--- src/rtl/intxn_pkg.sv ---
// Shared intersection definitions: light encodings, lights bus field slices
// and the vehicle-sensor FSM state encoding.
package intxn_pkg;

  localparam int unsigned LIGHT_W = 3;

  localparam logic [LIGHT_W-1:0] LIGHT_RED = 3'b100;
  localparam logic [LIGHT_W-1:0] LIGHT_YEL = 3'b010;
  localparam logic [LIGHT_W-1:0] LIGHT_GRN = 3'b001;

  localparam int unsigned NS_HI = 5;
  localparam int unsigned NS_LO = 3;
  localparam int unsigned EW_HI = 2;
  localparam int unsigned EW_LO = 0;

  localparam int unsigned LIGHTS_W = 6;

  typedef enum logic [1:0] {
    IDLE     = 2'd0,
    REQUEST  = 2'd1,
    SERVING  = 2'd2,
    COOLDOWN = 2'd3
  } sensor_state_e;

endpackage

--- src/rtl/sensor_debounce.sv ---
// Two-flop synchroniser on the raw road sensor followed by a stable-level
// debounce counter; sensor_db only follows after DEBOUNCE_CYCLES agreeing samples.
module sensor_debounce #(
  parameter int unsigned DEBOUNCE_CYCLES = 1000000
) (
  input  logic clock,
  input  logic reset,
  input  logic sensor_raw,
  output logic sensor_db
);

  localparam int unsigned CNT_W = (DEBOUNCE_CYCLES > 0) ? $clog2(DEBOUNCE_CYCLES + 1) : 1;
  localparam logic [CNT_W-1:0] CNT_LAST =
    CNT_W'((DEBOUNCE_CYCLES > 0) ? (DEBOUNCE_CYCLES - 1) : 0);

  logic             sync_meta;
  logic             sensor_sync;
  logic [CNT_W-1:0] cnt;

  // Synchroniser chain
  always_ff @(posedge clock) begin
    if (reset) begin
      sync_meta   <= 1'b0;
      sensor_sync <= 1'b0;
    end else begin
      sync_meta   <= sensor_raw;
      sensor_sync <= sync_meta;
    end
  end

  // Count consecutive disagreeing samples; the increment that would reach
  // DEBOUNCE_CYCLES instead adopts the new level and clears the count.
  always_ff @(posedge clock) begin
    if (reset) begin
      cnt       <= '0;
      sensor_db <= 1'b0;
    end else if (sensor_sync == sensor_db) begin
      cnt <= '0;
    end else if (cnt == CNT_LAST) begin
      cnt       <= '0;
      sensor_db <= sensor_sync;
    end else begin
      cnt <= cnt + CNT_W'(1);
    end
  end

endmodule

--- src/rtl/car_sensor.sv ---
// Vehicle-detector front end: debounced E/W sensor latched into a request that
// is withdrawn once E/W is served, followed by an anti-starvation cooldown.
// Optional arrival counter enabled by defining CAR_SENSOR_COUNT_EN.
module car_sensor
  import intxn_pkg::*;
#(
  parameter int unsigned DEBOUNCE_CYCLES = 1000000,
  parameter int unsigned COOLDOWN_CYCLES = 50000000
) (
  input  logic                clock,
  input  logic                reset,
  input  logic                sensor_raw,
  input  logic [LIGHTS_W-1:0] lights_in,
  output logic                car_detected,
  output logic                lights_fault,
  output logic [15:0]         car_count
);

  localparam int unsigned COUNT_W = 16;
  localparam int unsigned CD_W = (COOLDOWN_CYCLES > 0) ? $clog2(COOLDOWN_CYCLES + 1) : 1;
  localparam logic [CD_W-1:0] CD_LOAD =
    CD_W'((COOLDOWN_CYCLES > 0) ? (COOLDOWN_CYCLES - 1) : 0);

  logic                sensor_db;
  logic [LIGHT_W-1:0]  ns_lights;
  logic [LIGHT_W-1:0]  ew_lights;
  logic                ew_green;
  logic                ew_red;
  logic                ns_green;
  logic                both_live;

  sensor_state_e       state;
  sensor_state_e       state_next;
  logic [CD_W-1:0]     cool_cnt;
  logic [CD_W-1:0]     cool_next;

  sensor_debounce #(
    .DEBOUNCE_CYCLES (DEBOUNCE_CYCLES)
  ) u_debounce (
    .clock      (clock),
    .reset      (reset),
    .sensor_raw (sensor_raw),
    .sensor_db  (sensor_db)
  );

  // Exact-match decodes: non-one-hot patterns simply fail every decode.
  assign ns_lights = lights_in[NS_HI:NS_LO];
  assign ew_lights = lights_in[EW_HI:EW_LO];
  assign ew_green  = (ew_lights == LIGHT_GRN);
  assign ew_red    = (ew_lights == LIGHT_RED);
  assign ns_green  = (ns_lights == LIGHT_GRN);
  assign both_live = (ns_lights != LIGHT_RED) && (ew_lights != LIGHT_RED);

  // Next-state and cooldown counter; a fault (current or arriving) parks in IDLE.
  always_comb begin
    state_next = state;
    cool_next  = cool_cnt;
    if (lights_fault || both_live) begin
      state_next = IDLE;
      cool_next  = '0;
    end else begin
      case (state)
        IDLE: begin
          if (sensor_db) state_next = REQUEST;
        end
        REQUEST: begin
          if (ew_green) state_next = SERVING;
        end
        SERVING: begin
          if (ew_red && ns_green) begin
            if (COOLDOWN_CYCLES == 0) begin
              state_next = IDLE;
            end else begin
              state_next = COOLDOWN;
              cool_next  = CD_LOAD;
            end
          end
        end
        COOLDOWN: begin
          if (cool_cnt == '0) state_next = IDLE;
          else                cool_next  = cool_cnt - CD_W'(1);
        end
        default: begin
          state_next = IDLE;
          cool_next  = '0;
        end
      endcase
    end
  end

  always_ff @(posedge clock) begin
    if (reset) begin
      state        <= IDLE;
      cool_cnt     <= '0;
      car_detected <= 1'b0;
      lights_fault <= 1'b0;
    end else begin
      state        <= state_next;
      cool_cnt     <= cool_next;
      car_detected <= (state_next == REQUEST);
      lights_fault <= lights_fault | both_live;
    end
  end

`ifdef CAR_SENSOR_COUNT_EN
  logic db_prev;

  // Saturating count of debounced arrivals, independent of the fault flag.
  always_ff @(posedge clock) begin
    if (reset) begin
      db_prev   <= 1'b0;
      car_count <= '0;
    end else begin
      db_prev <= sensor_db;
      if (sensor_db && !db_prev && (car_count != {COUNT_W{1'b1}}))
        car_count <= car_count + COUNT_W'(1);
    end
  end
`else
  assign car_count = 16'h0000;
`endif

endmodule

--- config.mk ---
export PLATFORM = sky130hd
export DESIGN_NAME = car_sensor
export DESIGN_NICKNAME = d
export VERILOG_FILES = /design/src/rtl/intxn_pkg.sv /design/src/rtl/sensor_debounce.sv /design/src/rtl/car_sensor.sv
export SDC_FILE = /design/constraint.sdc
export NUM_CORES = 1
export LEC_CHECK = 0
export ABC_CLOCK_PERIOD_IN_PS = 4200
export BUFFER_PORTS_ARGS = -buffer_cell sky130_fd_sc_hd__buf_4
export CAP_MARGIN = 20
export CORE_UTILIZATION = 45
export CTS_CLUSTER_DIAMETER = 100
export DETAILED_ROUTE_END_ITERATION = 8
export PLACE_DENSITY_LB_ADDON = 0.2
export SYNTH_ARGS = -nofsm -noshare
export SYNTH_HDL_FRONTEND = slang
export SYNTH_SLANG_ARGS = --single-unit
--- constraint.sdc ---
create_clock -name clock -period 4.2 [get_ports clock]
set_clock_uncertainty 0.05 [all_clocks]
set_input_delay 0.42 -clock clock [delete_from_list [all_inputs] [get_ports clock]]
set_output_delay 0.42 -clock clock [all_outputs]
set_load 0.01 [all_outputs]
==> flow_metrics.tcl <==
set metrics [dict create \
    status "finished, final reports clean" \
    setup_ws_ns 1.630 \
    crit_type "flop to flop" \
    grt_max_degree 23 \
    die-area_um2 6094 \
    ant_nets 0 \
    maxCapViolCount 0 \
    r2r_end "cool_cnt[21]" \
    grt_pass1_wl_um 7935 \
    grt_antenna_before_repair 0 \
    crit_fanout 13 \
    hold_viol 0 \
    met1_length_um 2339 \
    top_level_ports 27 \
    track_usage_pct 16.15 \
    routed_via_density 5.262 \
    portBuffers 10 \
    critPathBufInv 1 \
    initial_core_util_pct 47.00 \
    cts_root_buffer "clkbuf_8" \
    placed_cell_area_um2 2675 \
    critPathSlowestCell "or4_4" \
    critPathMaxStageDelay_ns 0.59 \
    rsz0062_at_grt "no" \
    met2WireLength_um 2156 \
    yosysSeqAreaShare_pct 40.75 \
    synth_top_area_share_pct 40.75 \
    row_count 27 \
    routed.top_layer "met4" \
    synth_cell_types 48 \
    critPathLaunchType "flop" \
    drc 0 \
    maxSlewViolCount 0 \
    synth_area_um2 2604 \
    cts.sinks 53 \
    clock_path_buffers 2 \
    whs_endpoint "u_debounce.sync_meta" \
    fin_nets 316 \
    cts.clk_slew.worst_paths_ns 0.10 \
    final_area_um2 2763 \
    slew_headroom_pct 50.38 \
    avgRoutedWirePerCell_um 12.27 \
    worst_setup_path_end_kind "flop" \
    cts_tree "yes" \
    synth_cells 296 \
    synth.top_cells.by_count "dfxtp_1, nor2_1, xor2_1" \
    grt.overflow.total 0 \
    tns_ns 0 \
    ys_top_cells_by_area "dfxtp_1, nor2_1, xor2_1, buf_4, xnor2_1" \
    ys_ff_latch 53 \
    postCtsResizedCells 0 \
    core_um2 5540 \
    die_height_um 78.07 \
    leakagePower_nw 0.9224 \
    dr.pass1.iters 4 \
    hold_buffers 0 \
    numCtsBuffers 5 \
    clock.fmax_ghz 0.3891 \
    worstMarginPinSlew_ns 0.7375 \
    finalSetupViolCount 0 \
    syn_avg_cell_area_um2 8.796 \
    fin_util_pct 49.86 \
    path_delay_family "simple AND/OR/NAND/NOR gates" \
    synth_edf_count 0 \
    drt_iter0_drc 55 \
    synth_flop_cell "dfxtp_1" \
    fin_crit_ns 2.570 \
    hp-start "reset" \
    crit_required_ns 4.39 \
    total_power_mw 0.8147 \
    place_inst 370 \
    clk_latency_ns 0.30 \
    postCtsSetupBuffers 0 \
    synth_warnings 0 \
    p_per_area_nw_per_um2 294.9 \
    diodes 0 \
    hp-class "input pin to flop" \
    htreeDepth 2 \
    layout-drive-gt1-share_pct 10.78 \
    rr_startpoint "cool_cnt[0]" \
    num_vias 1989 \
    path_cells "inv_1 -> ha_1 -> or3b_2 -> or4_4 -> o211ai_2 -> o21ai_0 -> a31oi_1" \
    syn2layout_area_growth_pct 6.103 \
    routabilityCongestion 0.7678 \
    grt_pass1_vias 1816 \
    placement.setup.worst_slack_ns 1.646 \
    fillers 544 \
    ir_worst_vdd_mv 0.2132 \
    reg2regPathDepth 7 \
    whs_ns 0.2500 \
    die_w_um 78.07 \
    yosysTopAreaCell "dfxtp_1" \
    totalWireLength_um 4639 \
    dp_hpwl_um 3265 \
    ys_async_sr_fraction_pct 0 \
    cp.arrival_ns 2.76 \
    hold_depth 2 \
    stdcell_count 378 \
    yosysMostFrequentCell "dfxtp_1" \
    met3_length_um 100 \
    timing.final.crit_share_pct 61.18 \
    ff2ff_setup_slack_ns 1.63 \
]
[layer usage]
layer	GRT usage [%]	vias up
met1	20.49	917
met3	3.488	5
met5	0	-
met4	5.556	0
li1	-	1049
met2	27.02	18
[how the worst max path moves through the flow]
stage	startpoint	endpoint	slack (ns)	depth (start not counted)
6_report	cool_cnt[0]	cool_cnt[21]	1.63	7
5_1_grt	cool_cnt[14]	cool_cnt[17]	1.37	5
4_1_cts	cool_cnt[0]	cool_cnt[21]	1.64	7
3_5_place_dp	cool_cnt[0]	cool_cnt[21]	1.65	7
3_3_place_gp	cool_cnt[0]	cool_cnt[21]	1.70	7
2_1_floorplan	cool_cnt[0]	cool_cnt[4]	1.85	9
[where the power goes]
part           switching, mW  total, mW  internal [mW]
Combinational         0.0154     0.0240        0.00862
Sequential           0.00101      0.505          0.504
Clock                  0.168      0.286          0.118
[logic make-up (layout without fill, tap and decap cells)]
family	count (synthesis)	count (layout)	share of synthesized area, %
AND/OR/NAND/NOR	130	130	28.59
buffers and inverters	32	27	7.352
AO/OA/AOI/OAI	45	45	11.05
other	1	16	0.1440
adder cells (fa/ha/maj)	2	2	0.9609
multiplexers	1	1	0.3844
flip-flops	53	53	40.75
XOR/XNOR	32	32	10.76
[area by class of cell]
type	instances	area (µm²)	share of cell area (%)
Tap cell	72	90.09	3.261
Multi-Input combinational cell	226	1408	50.95
Timing Repair Buffer	12	90.09	3.261
Clock buffer	6	72.57	2.627
Inverter	7	26.28	0.9511
Sequential cell	53	1061	38.41
Clock inverter	2	15.01	0.5435
[registers in the layout (all words and copies together) (netlist names)]
signal / count
cool_cnt: 26
car_detected: 1
u_debounce.sensor_db: 1
u_debounce.cnt: 20
state: 2
u_debounce.sensor_sync: 1
u_debounce.sync_meta: 1
lights_fault: 1
[placed cells by master (no fill, tap or decap), types with 3 or more instances in the layout]
| master | n |
|---|---|
| xor2_1 | 18 |
| nor2_1 | 42 |
| o31ai_1 | 5 |
| nand3_1 | 5 |
| nor3_1 | 13 |
| conb_1 | 16 |
| inv_1 | 7 |
| nor4_1 | 8 |
| nand2_1 | 9 |
| or2_2 | 4 |
| a21oi_1 | 12 |
| xnor2_1 | 14 |
| dfxtp_1 | 53 |
| buf_4 | 12 |
| or3_1 | 9 |
| a31oi_1 | 8 |
| or4_1 | 6 |
| and3_1 | 4 |
| and4_1 | 4 |
| and2_1 | 3 |
| o21ai_0 | 8 |
| nand4_1 | 7 |
| a211oi_1 | 3 |
| clkbuf_8 | 5 |
[worst register-to-register path: stages (launching register included)]
cell and delay (ns):
dfxtp_1 0.35, inv_1 0.07, ha_1 0.16, or3b_2 0.54
or4_4 0.59, o211ai_2 0.43, o21ai_0 0.16, a31oi_1 0.16
Power figures use the tool's default switching activity.
